==> config.mk <==
export PLATFORM = sky130hd
export DESIGN_NAME = w_slave_ssp_flat
export DESIGN_NICKNAME = d
export VERILOG_FILES = /design/src/rtl/w_slave_ssp_pkg.sv /design/src/rtl/w_slave_ssp_if.sv /design/src/rtl/w_slave_ssp_fifo.sv /design/src/rtl/w_slave_ssp.sv /design/src/flat_wrapper.sv
export SDC_FILE = /design/constraint.sdc
export NUM_CORES = 1
export LEC_CHECK = 0
export BUFFER_PORTS_ARGS = -buffer_cell sky130_fd_sc_hd__buf_2
export CAP_MARGIN = 25
export CORE_AREA = 5 5 112 114
export CTS_CLUSTER_SIZE = 25
export DETAILED_ROUTE_END_ITERATION = 12
export DIE_AREA = 0 0 117 119
export GPL_TIMING_DRIVEN = 0
export PLACE_DENSITY_LB_ADDON = 0.25
export SYNTH_ARGS = -nofsm -noshare
export SYNTH_HDL_FRONTEND = slang
export SYNTH_SLANG_ARGS = --single-unit
==> constraint.sdc <==
create_clock -name clk_i -period 3.6 [get_ports clk_i]
set_input_delay 0.9 -clock clk_i [delete_from_list [all_inputs] [get_ports clk_i]]
set_output_delay 0.9 -clock clk_i [all_outputs]
set_load 0.1 [all_outputs]
==> src/rtl/w_slave_ssp_pkg.sv <==
// ---------------------------------------------------------------------------
// w_slave_ssp_pkg
// Shared definitions for the SSP Wishbone slave: register offsets, STATUS and
// CTRL bit positions, parameter defaults, and a STATUS word packing helper.
// ---------------------------------------------------------------------------
package w_slave_ssp_pkg;

  localparam logic [25:0] BASE_ADDR_DEF  = 26'h0000100;
  localparam int          FIFO_DEPTH_DEF = 4;

  // Word offset inside the 16-byte register window (adr_i[3:2]).
  typedef enum logic [1:0] {
    REG_TXDATA = 2'd0,
    REG_RXDATA = 2'd1,
    REG_STATUS = 2'd2,
    REG_CTRL   = 2'd3
  } reg_sel_e;

  typedef enum logic [1:0] {
    ST_IDLE = 2'd0,
    ST_ACK  = 2'd1,
    ST_WAIT = 2'd2
  } bus_state_e;

  // STATUS bit positions.
  localparam int ST_TX_FULL    = 0;
  localparam int ST_TX_EMPTY   = 1;
  localparam int ST_RX_FULL    = 2;
  localparam int ST_RX_EMPTY   = 3;
  localparam int ST_RX_OVF     = 4;
  localparam int ST_TX_OVF     = 5;
  localparam int ST_TX_CNT_LSB = 8;
  localparam int ST_RX_CNT_LSB = 12;

  // CTRL write-one-to-clear bit positions (never stored, read back as 0).
  localparam int CTRL_CLR_RXOVF = 4;
  localparam int CTRL_CLR_TXOVF = 5;

  // Stored CTRL bits; field order matches CTRL[2:0] = {RXIE, TXIE, EN}.
  typedef struct packed {
    logic rxie;
    logic txie;
    logic en;
  } ctrl_t;

  function automatic logic [31:0] pack_status(
    input logic       tx_full,
    input logic       tx_empty,
    input logic       rx_full,
    input logic       rx_empty,
    input logic       rx_ovf,
    input logic       tx_ovf,
    input logic [2:0] tx_cnt,
    input logic [2:0] rx_cnt
  );
    logic [31:0] s;
    s                        = '0;
    s[ST_TX_FULL]            = tx_full;
    s[ST_TX_EMPTY]           = tx_empty;
    s[ST_RX_FULL]            = rx_full;
    s[ST_RX_EMPTY]           = rx_empty;
    s[ST_RX_OVF]             = rx_ovf;
    s[ST_TX_OVF]             = tx_ovf;
    s[ST_TX_CNT_LSB +: 3]    = tx_cnt;
    s[ST_RX_CNT_LSB +: 3]    = rx_cnt;
    return s;
  endfunction

endpackage

==> src/rtl/w_slave_ssp_if.sv <==
// ---------------------------------------------------------------------------
// w_slave_ssp_if
// Wishbone-style bus between w_master and the SSP slave.
//   adr_i[25:0]  byte address      dat_i[31:0] write data   we_i  1=write
//   stb_i        strobe            cyc_i       cycle valid  tagn_i transfer tag
//   dat_o[31:0]  read data         ack_o       acknowledge  tagn_o tag echo
// Signal names keep the slave-side view (_i into slave, _o out of slave).
// ---------------------------------------------------------------------------
interface w_slave_ssp_if;
  logic [25:0] adr_i;
  logic [31:0] dat_i;
  logic        we_i;
  logic        stb_i;
  logic        cyc_i;
  logic        tagn_i;
  logic [31:0] dat_o;
  logic        ack_o;
  logic        tagn_o;

  modport master (
    output adr_i, dat_i, we_i, stb_i, cyc_i, tagn_i,
    input  dat_o, ack_o, tagn_o
  );

  modport slave (
    input  adr_i, dat_i, we_i, stb_i, cyc_i, tagn_i,
    output dat_o, ack_o, tagn_o
  );
endinterface

==> src/rtl/w_slave_ssp_fifo.sv <==
// ---------------------------------------------------------------------------
// w_slave_ssp_fifo
// Synchronous FIFO with show-ahead output.
//   clk_i, rst_i  clock, asynchronous active-high reset (empties the FIFO)
//   push, din     write request and data; dropped when full unless a pop
//                 happens in the same cycle
//   pop           read request; ignored when empty
//   dout          current head (undefined content when empty)
//   full, empty   status
//   count         number of stored entries, 0..DEPTH
// ---------------------------------------------------------------------------
module w_slave_ssp_fifo #(
  parameter  int WIDTH = 8,
  parameter  int DEPTH = 4,
  localparam int AW    = $clog2(DEPTH),
  localparam int CW    = AW + 1
) (
  input  logic             clk_i,
  input  logic             rst_i,
  input  logic             push,
  input  logic             pop,
  input  logic [WIDTH-1:0] din,
  output logic [WIDTH-1:0] dout,
  output logic             full,
  output logic             empty,
  output logic [CW-1:0]    count
);

  logic [WIDTH-1:0] mem [DEPTH];
  logic [AW-1:0]    wr_ptr;
  logic [AW-1:0]    rd_ptr;
  logic [CW-1:0]    cnt;
  logic             do_push;
  logic             do_pop;

  assign empty = (cnt == '0);
  assign full  = (cnt == CW'(DEPTH));
  assign count = cnt;

  // A pop frees a slot in the same cycle, so a push onto a full FIFO is
  // accepted when paired with a pop; a pop on an empty FIFO never happens.
  assign do_pop  = pop & ~empty;
  assign do_push = push & (~full | do_pop);

  // NOTE: sequential state uses non-blocking assignments so every register
  // samples pre-edge values regardless of statement order.
  always_ff @(posedge clk_i or posedge rst_i) begin
    if (rst_i) begin
      wr_ptr <= '0;
      rd_ptr <= '0;
      cnt    <= '0;
    end else begin
      // Power-of-two depth: pointers wrap by natural overflow.
      if (do_push) wr_ptr <= wr_ptr + 1'b1;
      if (do_pop)  rd_ptr <= rd_ptr + 1'b1;
      case ({do_push, do_pop})
        2'b10:   cnt <= cnt + 1'b1;
        2'b01:   cnt <= cnt - 1'b1;
        default: cnt <= cnt;
      endcase
    end
  end

  // NOTE: the storage array has no reset; emptiness is tracked by the
  // pointers and count, so resetting it would only cost flops.
  always_ff @(posedge clk_i) begin
    if (do_push) mem[wr_ptr] <= din;
  end

  assign dout = mem[rd_ptr];

endmodule

==> src/rtl/w_slave_ssp.sv <==
// ---------------------------------------------------------------------------
// w_slave_ssp
// Wishbone slave bridging ARM bus accesses to the SSP serial core. Decodes a
// 4-register window (TXDATA, RXDATA, STATUS, CTRL), buffers bytes in TX/RX
// FIFOs and raises a level interrupt.
//   clk_i, rst_i   clock, asynchronous active-high reset
//   bus            w_slave_ssp_if.slave (adr/dat/we/stb/cyc/tagn, dat_o/ack_o/tagn_o)
//   tx_data/valid  byte stream to SSP transmitter, taken on tx_valid & tx_ready
//   tx_ready       transmitter accepts tx_data
//   rx_data/valid  one-cycle push of a received byte
//   irq            level interrupt
// ---------------------------------------------------------------------------
module w_slave_ssp
  import w_slave_ssp_pkg::*;
#(
  parameter logic [25:0] BASE_ADDR  = BASE_ADDR_DEF,
  parameter int          FIFO_DEPTH = FIFO_DEPTH_DEF
) (
  input  logic                clk_i,
  input  logic                rst_i,
  w_slave_ssp_if.slave        bus,
  output logic [7:0]          tx_data,
  output logic                tx_valid,
  input  logic                tx_ready,
  input  logic [7:0]          rx_data,
  input  logic                rx_valid,
  output logic                irq
);

  localparam int CW = $clog2(FIFO_DEPTH) + 1;

  bus_state_e    state;
  ctrl_t         ctrl;
  logic          rx_ovf;
  logic          tx_ovf;

  reg_sel_e      sel;
  logic          addr_hit;
  logic          start;
  logic          wr_tx;
  logic          rd_rx;
  logic          wr_ctrl;
  logic          tx_pop;
  logic          tx_drop;
  logic          rx_drop;
  logic [31:0]   rd_word;

  logic          tx_full, tx_empty, rx_full, rx_empty;
  logic [CW-1:0] tx_count, rx_count;
  logic [7:0]    rx_head;

  // Address bits below the word select and write-data bits above the byte
  // lane carry no meaning for this block.
  logic unused_ok;
  assign unused_ok = ^{bus.adr_i[1:0], bus.dat_i[31:8]};

  // ---------------- decode ----------------
  assign addr_hit = (bus.adr_i[25:4] == BASE_ADDR[25:4]);
  assign sel      = reg_sel_e'(bus.adr_i[3:2]);
  // Side effects fire only on the first strobe cycle seen in IDLE, so a
  // long strobe cannot cause a second push/pop.
  assign start    = (state == ST_IDLE) & bus.stb_i & bus.cyc_i & addr_hit;
  assign wr_tx    = start &  bus.we_i & (sel == REG_TXDATA);
  assign rd_rx    = start & ~bus.we_i & (sel == REG_RXDATA);
  assign wr_ctrl  = start &  bus.we_i & (sel == REG_CTRL);

  assign tx_valid = ctrl.en & ~tx_empty;
  assign tx_pop   = tx_valid & tx_ready;
  assign tx_drop  = wr_tx & tx_full & ~tx_pop;
  // A full RX FIFO being read in the same cycle still accepts the new byte.
  assign rx_drop  = rx_valid & rx_full & ~rd_rx;

  // ---------------- FIFOs ----------------
  w_slave_ssp_fifo #(.WIDTH(8), .DEPTH(FIFO_DEPTH)) u_tx_fifo (
    .clk_i (clk_i),
    .rst_i (rst_i),
    .push  (wr_tx),
    .pop   (tx_pop),
    .din   (bus.dat_i[7:0]),
    .dout  (tx_data),
    .full  (tx_full),
    .empty (tx_empty),
    .count (tx_count)
  );

  w_slave_ssp_fifo #(.WIDTH(8), .DEPTH(FIFO_DEPTH)) u_rx_fifo (
    .clk_i (clk_i),
    .rst_i (rst_i),
    .push  (rx_valid),
    .pop   (rd_rx),
    .din   (rx_data),
    .dout  (rx_head),
    .full  (rx_full),
    .empty (rx_empty),
    .count (rx_count)
  );

  // ---------------- read mux ----------------
  // NOTE: every always_comb output gets a default first so no path leaves it
  // unassigned, which would infer a latch.
  always_comb begin
    rd_word = '0;
    case (sel)
      REG_RXDATA: rd_word = rx_empty ? 32'h0 : {24'h0, rx_head};
      REG_STATUS: rd_word = pack_status(tx_full, tx_empty, rx_full, rx_empty,
                                        rx_ovf, tx_ovf, 3'(tx_count), 3'(rx_count));
      REG_CTRL:   rd_word = {29'h0, ctrl};
      default:    rd_word = '0;
    endcase
  end

  // ---------------- bus FSM ----------------
  // dat_o/tagn_o load only when entering ACK and are held until the next
  // access, since the master samples read data the cycle after ack.
  always_ff @(posedge clk_i or posedge rst_i) begin
    if (rst_i) begin
      state      <= ST_IDLE;
      bus.ack_o  <= 1'b0;
      bus.dat_o  <= '0;
      bus.tagn_o <= 1'b0;
    end else begin
      bus.ack_o <= 1'b0;
      case (state)
        ST_IDLE: begin
          if (start) begin
            state      <= ST_ACK;
            bus.ack_o  <= 1'b1;
            bus.dat_o  <= bus.we_i ? 32'h0 : rd_word;
            bus.tagn_o <= bus.tagn_i;
          end
        end
        ST_ACK:  state <= ST_WAIT;
        ST_WAIT: if (!bus.stb_i) state <= ST_IDLE;
        default: state <= ST_IDLE;
      endcase
    end
  end

  // ---------------- CTRL and sticky overflow flags ----------------
  // A new overflow wins over a same-cycle clear so no event is lost.
  always_ff @(posedge clk_i or posedge rst_i) begin
    if (rst_i) begin
      ctrl   <= '0;
      rx_ovf <= 1'b0;
      tx_ovf <= 1'b0;
    end else begin
      if (wr_ctrl) ctrl <= ctrl_t'(bus.dat_i[2:0]);

      if (rx_drop)                                 rx_ovf <= 1'b1;
      else if (wr_ctrl && bus.dat_i[CTRL_CLR_RXOVF]) rx_ovf <= 1'b0;

      if (tx_drop)                                 tx_ovf <= 1'b1;
      else if (wr_ctrl && bus.dat_i[CTRL_CLR_TXOVF]) tx_ovf <= 1'b0;
    end
  end

  assign irq = (ctrl.txie & tx_empty) | (ctrl.rxie & ~rx_empty) | rx_ovf | tx_ovf;

endmodule

==> src/flat_wrapper.sv <==
// flat-port wrapper written by rule: the top's interface ports become plain ports
module w_slave_ssp_flat import w_slave_ssp_pkg::*;
#(
  parameter logic [25:0] BASE_ADDR  = BASE_ADDR_DEF,
  parameter int          FIFO_DEPTH = FIFO_DEPTH_DEF
)
  (clk_i, rst_i, tx_data, tx_valid, tx_ready, rx_data, rx_valid, irq, bus_adr_i, bus_dat_i, bus_we_i, bus_stb_i, bus_cyc_i, bus_tagn_i, bus_dat_o, bus_ack_o, bus_tagn_o);
  w_slave_ssp_if bus_i ();
  input  logic clk_i;
  input  logic rst_i;
  output logic [7:0] tx_data;
  output logic tx_valid;
  input  logic tx_ready;
  input  logic [7:0] rx_data;
  input  logic rx_valid;
  output logic irq;
  input wire logic [$bits(bus_i.adr_i)-1:0] bus_adr_i;
  input wire logic [$bits(bus_i.dat_i)-1:0] bus_dat_i;
  input wire logic [$bits(bus_i.we_i)-1:0] bus_we_i;
  input wire logic [$bits(bus_i.stb_i)-1:0] bus_stb_i;
  input wire logic [$bits(bus_i.cyc_i)-1:0] bus_cyc_i;
  input wire logic [$bits(bus_i.tagn_i)-1:0] bus_tagn_i;
  output wire logic [$bits(bus_i.dat_o)-1:0] bus_dat_o;
  output wire logic [$bits(bus_i.ack_o)-1:0] bus_ack_o;
  output wire logic [$bits(bus_i.tagn_o)-1:0] bus_tagn_o;
  assign bus_i.adr_i = bus_adr_i;
  assign bus_i.dat_i = bus_dat_i;
  assign bus_i.we_i = bus_we_i;
  assign bus_i.stb_i = bus_stb_i;
  assign bus_i.cyc_i = bus_cyc_i;
  assign bus_i.tagn_i = bus_tagn_i;
  assign bus_dat_o = bus_i.dat_o;
  assign bus_ack_o = bus_i.ack_o;
  assign bus_tagn_o = bus_i.tagn_o;
  w_slave_ssp #(.BASE_ADDR(BASE_ADDR), .FIFO_DEPTH(FIFO_DEPTH)) u_core (.clk_i(clk_i), .rst_i(rst_i), .bus(bus_i), .tx_data(tx_data), .tx_valid(tx_valid), .tx_ready(tx_ready), .rx_data(rx_data), .rx_valid(rx_valid), .irq(irq));
endmodule
### After elaboration in Yosys (flattened, before gate mapping)

Memory sizes are Yosys's and may differ from the RTL's.
Cells that the tools add are included.

* bits in registers: 55
* bits in writable memories: 64
* input bits: 74
* output and inout bits: 44
* logic and storage cells: 101
* memories kept: 2

* $add $sub $neg: 8
* eq/ne operators: 14
* multiplexer cells: 18
* bitwise gates (word level): 32
* reduce and logical (&&, ||, !) cells: 12

Memories
* u_core.u_rx_fifo.mem: depth 4, bits a word 8, read ports 1, clocked after Yosys merged registers in 0, write ports 1, line w_slave_ssp_fifo.sv:29 `logic [WIDTH-1:0] mem [DEPTH];`
* u_core.u_tx_fifo.mem: depth 4, bits a word 8, read ports 1, clocked after Yosys merged registers in 0, write ports 1, line w_slave_ssp_fifo.sv:29

Operators with widths (number)
* case mux 32 bit (3 select lines): 1
* two-way mux 32 bit: 1
* equality test 22 x 5 -> 1 bit, second input constant: 1
* bitwise AND 1 bit: 20
* case mux 3 bit (2 select lines): 2
* equality test 2 bit, second input constant: 5
* two-way mux 1 bit: 10
* adder 2 x 1 -> 2 bit, second input constant: 4
* equality test 2 x 1 -> 1 bit, second input constant: 4
* two-way mux 8 bit: 1
* nonzero test 2 bit: 4
* NOT 1 bit: 7
* adder 3 x 1 -> 3 bit, second input constant: 2
* equality test 3 bit, second input constant: 2
* logical NOT 3 bit: 2
* case mux 2 bit (3 select lines): 1
* subtractor 3 x 1 -> 3 bit, second input constant: 2
* OR 1 bit: 5
* logical NOT 2 bit: 2
* two-way mux 2 bit: 2
* AND reduction 2 bit: 2
* logical AND 1 bit: 2
* != test 2 x 1 -> 1 bit, second input constant: 1
* != test 2 bit, second input constant: 1

### Logic depth before layout (Yosys ltp)

Gate-level depths: netlist of the first run.

* depth in word-level cells: 11
* depth in mapped cells: 12
* mapped depth without buffers: 11

### Hierarchy

A second synthesis of the first run with hierarchy kept.

* cells, all modules: 304
* area total of the unflattened synthesis: 4554.4 µm²

By module, submodules not included
* w_slave_ssp_fifo: times used 2, cells each 81, area an instance 1591.5 µm², sequential area each 1136.1 µm²
* w_slave_ssp: times used 1, cells each 142, area an instance 1371.3 µm², sequential area each 575.6 µm²

### Worst setup path before layout of the first run

Ideal clock, no wire load.

* path type: in2reg
* start: in bus_adr_i[17]
* end: reg u_core.u_rx_fifo.cnt[2] (netlist: u_core.u_rx_fifo.count[2])
* library setup time: 0.079 ns
* arrival: 3.162 ns
* required time: 3.521 ns
* setup slack: 0.359 ns
* stages: 10
* path buffers: 1
* cell sequence: or4_1 or3_4 buf_4 nor3_4 ha_1 inv_1 fa_1 xor2_1 nor2_1 xor2_1

* cells in the longest elaborated chain, start to end: 9
* elaborated cells on any way between the ends: 11
* classes of those cells: 3 x eq/ne; 1 x mux; 6 x bitwise; 1 x reduce/logical

Ends and longest elaborated chain
* start, declared: line flat_wrapper.sv:17 `input wire logic [$bits(bus_i.adr_i)-1:0] bus_adr_i;`
* equality test 22 x 5 -> 1 bit *: line w_slave_ssp.sv:58 `assign addr_hit = (bus.adr_i[25:4] == BASE_ADDR[25:4]);`
* bitwise AND 1 bit *: line w_slave_ssp.sv:62 `assign start = (state == ST_IDLE) & bus.stb_i & bus.cyc_i & addr_hit;`
* bitwise AND 1 bit * (2 in series): line w_slave_ssp.sv:64 `assign rd_rx = start & ~bus.we_i & (sel == REG_RXDATA);`
* bitwise AND 1 bit *: line w_slave_ssp_fifo.sv:42 `assign do_pop = pop & ~empty;`
* net u_core.u_rx_fifo.do_pop: line w_slave_ssp_fifo.sv:34 `logic do_pop;`
* OR 1 bit: line w_slave_ssp_fifo.sv:43 `assign do_push = push & (~full | do_pop);`
* bitwise AND 1 bit: line w_slave_ssp_fifo.sv:43
* equality test 2 x 1 -> 1 bit / equality test 2 bit (equally long branches): line w_slave_ssp_fifo.sv:56 `case ({do_push, do_pop})`
* case mux 3 bit (2 select lines) / nonzero test 2 bit (equally long branches)
* end signal, assigned: line w_slave_ssp_fifo.sv:57 `2'b10: cnt <= cnt + 1'b1;`
* end signal, assigned: line w_slave_ssp_fifo.sv:58 `2'b01: cnt <= cnt - 1'b1;`
* end signal, assigned: line w_slave_ssp_fifo.sv:59 `default: cnt <= cnt;`
* end, declared: line w_slave_ssp_fifo.sv:32 `logic [CW-1:0] cnt;`

Mark *: on every way through the listed nets, which the timed path passes. The rest lies on a longest branch.
A chain may end at the register's enable or synchronous reset.

### Worst setup path after layout of the first run

Same ends and word-level chain as after synthesis.

==> out/results.tsv, run 1 <==
metric	value	unit
cts-root-buf	clkbuf_16	
placementRows	39	
path_clk_slew	0.07	ns
io_pins	118	
drive_gt1_share	33.99	%
critical_path.top_delay_family	simple AND/OR/NAND/NOR gates	
finClkSkew	0.005340	ns
syn_to_final_growth	20.41	%
worstPathArrival	3.40	ns
powerDensity	504.2	mW/mm^2
min_period_over_period	87.21	%
synthesis.area	0.004413	mm^2
ys_seq_area_share	64.53	%
path_max_fanout	10	
cpMaxStageDelayCell	or4_1	
routed_via_density	4.683	
final_max_slew_viol_count	0	
drt_wl_total	8491	um
syn_area_per_cell	14.56	um^2
status	finished clean	
htreeDepth	3	
drt_iter0_drc	113	
dieArea	0.01392	mm^2
hold_violations	0	
hold_slack	0.4638	ns
clock_path_buffers	2	
grtUsageTotal	12.70	%
worst-setup-path-type	input pin to register	
finalSetupTns	0	ns
vias	2585	
post_cts_buffers	0	
drv_cap	0	
synth-main-ff-cell	edfxtp_1	
grt_pass1_vias	2656	
gp_congestion	0.7825	
max_stage_delay	0.56	ns
tightest_slew	0.8585	ns
die-width	117	um
yosys_warnings	0	
ys_ff_latch	101	
syn_inst	303	
clock_sinks	101	
grt_pass1_wl	13570	um
rsz0062_at_grt	no	
clk_latency	0.34	ns
placed_cell_area	0.005021	mm^2
initial_core_util	38.98	%
hold_depth	2	
slew_headroom	42.65	%
firstDrtPassIters	4	
yosys-top-cells-area	edfxtp_1 (44%), dfrtp_1 (21%), mux4_2 (8.2%)	
wl_per_cell	15.38	um
min_from	u_core.bus.dat_o[12]	
synth_area_leader_cell	edfxtp_1	
final-setup-viol-count	0	
synth-async-reset-ratio	36.63	%
grt_max_degree	38	
ys_top_cells_by_count	edfxtp_1 (64), dfrtp_1 (37), nand2_1 (31), buf_4 (19), inv_1 (17)	
fillers	1025	
r2r_cells	11	
hold_end	u_core.bus.dat_o[12]	
chipHeight	119	um
core	0.01132	mm^2
final.min_clock_period	3.140	ns
r2r_slack	0.96	ns
hold_path_class	register to register	
drcViolationCount	0	
worstReg2RegEnd	u_core.u_rx_fifo.count[2]	
cts.repair.resized	0	
crit_path_start_kind	input pin	
critPathMostFrequentCell	xor2_1	
overflow	0	
ant_nets	0	
synthDistinctLibCells	45	
design_area	0.005314	mm^2
cp_data_required_time	3.86	ns
tritoncts	built	
layout.nets	490	
synth_enable_flop_cells	64	
yosysTopAreaCellShare	43.55	%
diodes	0	
cp-end-kind	register	
yosysMostFrequentCell	edfxtp_1	
p_leak	2.280	nW
portBuffers	73	
antenna_found_initial	0	
place_hpwl	6301	um
cts_hold_buf	0	
max_freq	318.5	MHz
r2r_start	u_core.state[1]	
path_cells	buf_2 > or4_1 > or3_4 > buf_4 > nor3_4 > ha_1 > inv_1 > fa_1 > xor2_1 > nor2_1 > xor2_1	
vdd.ir_drop.worst	334.1	uV
cts_made_buffers	9	
critical_path_buf_inv_count	3	
## how the worst max path moves through the flow
stage,startpoint,cells after the start,endpoint,slack (ns)
2_1_floorplan,bus_adr_i[17],10,u_core.u_rx_fifo.count[2],0.36
3_3_place_gp,bus_adr_i[17],11,u_core.u_rx_fifo.count[2],0.12
3_5_place_dp,bus_adr_i[17],12,u_core.u_tx_fifo.count[2],0.10
4_1_cts,u_core.u_tx_fifo.rd_ptr[0],3,tx_data[1],0.45
5_1_grt,bus_adr_i[17],12,u_core.u_tx_fifo.count[2],0.26
6_report,bus_adr_i[17],11,u_core.u_rx_fifo.count[2],0.46
## routing by layer
metal	wire (um)	GRT usage (%)	part of all wire (%)
met2	4388	21.37	52
met3	466	3.854	5.5
met4	103	3.154	1.2
met5	0	0	0
met1	3532	15.95	42
## per-stage QoR
stage | worst slack (ns) | power (mW) | instances | utilization, %
floorplan | 0.3587 | 1.679 | 320 | -
global placement | 0.1226 | 1.765 | 536 | 44.35
detailed placement | 0.1044 | 1.783 | 536 | 44.35
CTS | 0.4457 | 2.713 | 552 | 46.94
global route | 0.2647 | 2.802 | 552 | 46.94
finish | 0.4605 | 2.679 | 552 | 46.94
## report_power, final
group | total, mW | leakage [nW] | switching, mW | internal [mW]
sequential | 1.39 | 1.07 | 0.0480 | 1.35
combinational | 0.356 | 1.06 | 0.235 | 0.121
clock | 0.929 | 0.145 | 0.442 | 0.487
total | 2.68 | 2.28 | 0.725 | 1.95
## kinds of logic after synthesis
logic type	share of synthesized area, %
AOI/OAI and AO/OA	2.977
xor gates and xnor gates	2.382
adders and majority gates	3.743
buffers and inverters	5.699
DFF	64.53
muxes	10.15
other	0.08498
and+or+nand+nor	10.43
## state kept, by name, indices dropped and copies added, names as in the netlist
| register | count |
|---|---|
| u_core.bus.ack_o | 1 |
| u_core.bus.dat_o | 14 |
| u_core.bus.tagn_o | 1 |
| u_core.ctrl | 3 |
| u_core.rx_ovf | 1 |
| u_core.state | 2 |
| u_core.tx_ovf | 1 |
| u_core.u_rx_fifo.count | 3 |
| u_core.u_rx_fifo.mem | 32 |
| u_core.u_rx_fifo.rd_ptr | 2 |
| u_core.u_rx_fifo.wr_ptr | 2 |
| u_core.u_tx_fifo.count | 3 |
| u_core.u_tx_fifo.mem | 32 |
| u_core.u_tx_fifo.rd_ptr | 2 |
| u_core.u_tx_fifo.wr_ptr | 2 |
## layout make-up
type,count,area (um^2),area share (%)
Tap cell,143,178.9,3.367
Sequential cell,101,2848,53.59
Multi-Input combinational cell,172,1378,25.92
Timing Repair Buffer,73,365.4,6.875
Clock inverter,7,67.56,1.271
Inverter,18,68.82,1.295
Clock buffer,9,225.2,4.238
Buffer,29,182.7,3.438
## worst register-to-register path: cells and delay by family, from the launching register on
kind          cells  cell delay [ns]
buf+inv           2             0.25
simple gates      5             1.06
xor+xnor          2             0.30
flops             1             0.39
fa+ha+maj         2             0.58
## placed cells by master (no fill, tap or decap), types with 6 or more instances in the layout
cell type / netlist / layout
clkbuf_16: 0 / 9
conb_1: 1 / 18
nand3_1: 13 / 13
buf_4: 19 / 19
dfrtp_1: 37 / 37
buf_2: 2 / 75
mux2_2: 6 / 6
mux4_2: 16 / 16
inv_1: 17 / 16
nor2_1: 10 / 10
edfxtp_1: 64 / 64
nand2_1: 31 / 31
xor2_1: 6 / 6
xnor2_1: 6 / 6
ha_1: 10 / 10
nor2b_1: 7 / 7
Note: power is estimated with default switching activity, not from simulation.
==> inputs of run 2 (changes only) <==
Settings changed: CORE_AREA 5 5 112 114 to 2 2 109 111, DIE_AREA 0 0 117 119 to 0 0 111 113.
==> out/results.tsv, run 2 (synthesis gave the netlist of run 1 again) <==
metric	value	unit
final-setup-viol-count	0	
drt_wl_total	8483	um
vdd.ir_drop.worst	302.2	uV
vias	2622	
post_cts_buffers	0	
final_max_slew_viol_count	0	
path_max_fanout	7	
powerDensity	507.9	mW/mm^2
grt_pass1_wl	13560	um
initial_core_util	39.15	%
rsz0062_at_grt	no	
r2r_start	u_core.state[0]	
clock_sinks	101	
drcViolationCount	0	
final_cell_mix	buf_2 (75), edfxtp_1 (64), dfrtp_1 (37)	
p_leak	2.277	nW
clk_latency	0.35	ns
grt_max_degree	38	
syn_to_final_growth	20.44	%
placementRows	39	
diodes	0	
crit_path_start_kind	input pin	
tightest_slew	0.8626	ns
hold_path_class	register to register	
r2r_cells	12	
cts.repair.resized	0	
tritoncts	built	
place_hpwl	6054	um
cp_data_required_time	3.83	ns
routed_via_density	4.750	
finClkSkew	0.01251	ns
finalPower	2.699	mW
portBuffers	73	
hold_violations	0	
layout.nets	490	
mostFrequentLayoutCell	buf_2	
grt_pass1_vias	2716	
reg.largest.list	u_core.u_rx_fifo.mem (32), u_core.u_tx_fifo.mem (32), u_core.bus.dat_o (14)	
endpoint	u_core.u_tx_fifo.count[2]	
worst-setup-path-type	input pin to register	
min_period_over_period	87.61	%
r2r_slack	0.90	ns
max_freq	317.1	MHz
overflow	0	
drive_gt1_share	33.99	%
dieArea	0.01254	mm^2
antenna_found_initial	0	
worstPathArrival	3.38	ns
die-width	111	um
cp-end-kind	register	
final_util	47.15	%
path_clk_slew	0.07	ns
final.min_clock_period	3.154	ns
slew_headroom	42.38	%
io_pins	118	
chipHeight	113	um
htreeDepth	3	
cts_hold_buf	0	
worstReg2RegEnd	u_core.u_tx_fifo.count[2]	
finalSetupTns	0	ns
firstDrtPassIters	4	
wl_per_cell	15.37	um
cts_made_buffers	9	
cts-root-buf	clkbuf_16	
drt_iter0_drc	106	
drv_cap	0	
grtUsageTotal	14.04	%
gp_congestion	0.7868	
ant_nets	0	
startpoint	bus_adr_i[17]	
clock_path_buffers	2	
core	0.01127	mm^2
status	finished clean	
fillers	1001	
==> run 2: cell count changes in the layout (fill, tap and decap cells not counted), sizes merged <==
cell      delta
clkinvlp     +1
inv          -1
==> run 2: critical path, stage by stage <==
cell	delay, ns
buf_2	0.09
or4_1	0.54
nor4_1	0.46
and3_1	0.23
clkbuf_1	0.26
inv_1	0.08
ha_1	0.23
inv_1	0.08
fa_1	0.17
xor2_1	0.15
nor2_1	0.06
xor2_1	0.13
==> run 2: report_power, final <==
part / switching [mW] / total [mW] / leakage [nW] / internal (mW)
clock: 0.461 / 0.948 / 0.143 / 0.487
sequential: 0.0486 / 1.39 / 1.07 / 1.35
combinational: 0.236 / 0.357 / 1.06 / 0.121
total: 0.745 / 2.70 / 2.28 / 1.95
==> run 2: how the worst min path moves through the flow <==
stage | slack, ns | depth (start not counted) | from | endpoint
after global routing | 0.50 | 2 | u_core.bus.tagn_o | u_core.bus.tagn_o
after floorplan | 0.48 | 1 | u_core.state[0] | u_core.state[1]
after global placement | 0.45 | 2 | u_core.bus.dat_o[9] | u_core.bus.dat_o[9]
final | 0.47 | 2 | u_core.bus.dat_o[8] | u_core.bus.dat_o[8]
after detailed placement | 0.45 | 2 | u_core.bus.dat_o[8] | u_core.bus.dat_o[8]
after CTS | 0.47 | 2 | u_core.bus.dat_o[8] | u_core.bus.dat_o[8]
==> run 2: per-layer routing <==
metal,GRT usage [%],part of all wire [%]
met4,6.750,2.7
met3,2.946,3.7
met1,17.32,43
met5,0,0
met2,23.80,50
==> run 2: cell type report <==
cell class	instances	area, um^2	share of cell area (%)
clock inverter	7	68.82	1.295
clock buffer	9	225.2	4.237
buffer	29	182.7	3.437
tap	143	178.9	3.366
sequential	101	2848	53.58
timing repair buffer	73	365.4	6.874
inverter	18	68.82	1.295
multi-input combinational	172	1378	25.92
==> run 2: stage by stage <==
stage / area (um^2) / instances / hold slack [ns] / setup slack (ns)
floorplan: 4477 / 320 / 0.4813 / 0.3587
global placement: 5021 / 536 / 0.4503 / 0.07131
detailed placement: 5021 / 536 / 0.4548 / 0.06383
CTS: 5315 / 552 / 0.4716 / 0.4373
global route: 5315 / 552 / 0.4984 / 0.2206
finish: 5315 / 552 / 0.4652 / 0.4462
==> inputs of run 3 (changes only) <==
Settings changed: CORE_AREA 2 2 109 111 to 2 2 136 138, DIE_AREA 0 0 111 113 to 0 0 138 140.
==> out/results.tsv, run 3 (synthesis gave the netlist of run 1 again) <==
metric	value	unit
wl_per_cell	14.46	um
startpoint	u_core.u_tx_fifo.rd_ptr[0]	
regArea	0.002848	mm^2
layout.nets	490	
grt_max_degree	38	
core	0.01778	mm^2
overflow	0	
tritoncts	built	
drv_cap	0	
status	finished clean	
cts.repair.resized	0	
multi_input_area	0.001378	mm^2
grt_pass1_vias	2796	
reg.largest.list	u_core.u_rx_fifo.mem (32), u_core.u_tx_fifo.mem (32), u_core.bus.dat_o (14)	
final.min_clock_period	3.124	ns
chipHeight	140	um
finClkSkew	0.007969	ns
final_max_slew_viol_count	0	
cts-root-buf	clkbuf_16	
placementRows	49	
htreeDepth	3	
initial_core_util	24.82	%
vdd.ir_drop.worst	244.5	uV
worst-setup-path-type	register to primary output	
die-width	138	um
powerDensity	493.5	mW/mm^2
clk_latency	0.35	ns
place_hpwl	6808	um
drive_gt1_share	33.74	%
hold_violations	0	
cp_data_required_time	2.70	ns
clock_sinks	101	
cp-end-kind	primary output	
dp_slack	0.09775	ns
tightest_slew	0.8691	ns
routed_via_density	4.191	
grtUsageTotal	10.06	%
cts_made_buffers	9	
design_area	0.005414	mm^2
final-setup-viol-count	0	
max_freq	320.1	MHz
path_clk_slew	0.07	ns
rsz0062_at_grt	no	
min_period_over_period	86.79	%
drcViolationCount	0	
finalSetupTns	0	ns
gp_congestion	0.7458	
r2r_start	u_core.state[1]	
io_pins	118	
min_from	u_core.bus.dat_o[14]	
finalPower	2.672	mW
hold_path_class	register to register	
slew_headroom	41.94	%
placed_cell_area	0.005129	mm^2
final_cell_mix	buf_2 (75), edfxtp_1 (64), dfrtp_1 (37)	
portBuffers	73	
dieArea	0.01932	mm^2
firstDrtPassIters	4	
cts_hold_buf	0	
p_leak	2.270	nW
worstPathArrival	2.22	ns
drt_iter0_drc	57	
syn_to_final_growth	22.68	%
vias	2678	
drt_wl_total	9239	um
crit_path_start_kind	register	
mostFrequentLayoutCell	buf_2	
path_max_fanout	10	
post_cts_buffers	0	
clock_path_buffers	2	
grt_pass1_wl	15060	um
antenna_found_initial	1	
fin_ws	0.4756	ns
fillers	1786	
ant_nets	0	
-- run 3: per-layer routing --
metal	part of all wire, %	global-route usage, %	wire length [um]
met5	0	0	0
met1	42	11.95	3923
met3	6.2	3.556	577
met4	1.1	2.900	106
met2	50	17.30	4632
-- run 3: worst paths after layout --
check                                        endpoint  slack (ns)  cells past startpoint
max                                        tx_data[5]        0.48                      3
min reg2reg                      u_core.bus.dat_o[14]        0.47                      2
max in group asynchronous  u_core.u_tx_fifo.rd_ptr[0]        2.38                      2
min in group asynchronous            u_core.bus.ack_o        0.70                      2
min                              u_core.bus.dat_o[14]        0.47                      2
max reg2reg                 u_core.u_rx_fifo.count[2]        0.94                     11
-- run 3: report_power, final --
group | internal (mW) | switching [mW] | total (mW)
sequential | 1.35 | 0.0503 | 1.40
clock | 0.478 | 0.436 | 0.914
combinational | 0.121 | 0.240 | 0.361
-- run 3: worst max-delay path: stages, from the launching register on --
cell and delay [ns]:
dfrtp_1 0.32, clkbuf_1 0.62, mux4_2 0.62, buf_2 0.31
-- run 3: layout make-up --
class                      count  area share (%)
sequential                   101           52.60
multi-input combinational    172           25.44
timing repair buffer          73           6.748
tap                          229           5.292
clock buffer                   9           4.160
buffer                        29           3.374
inverter                      18           1.271
clock inverter                 7           1.063
antenna                        1         0.04622
-- run 3: metrics by stage --
step / utilization [%] / hold WS, ns / instances
CTS: 30.44 / 0.4803 / 638
detailed placement: 28.85 / 0.4636 / 622
global placement: 28.85 / 0.4569 / 622
floorplan: - / 0.4813 / 320
finish: 30.45 / 0.4739 / 639
global route: 30.44 / 0.4998 / 638
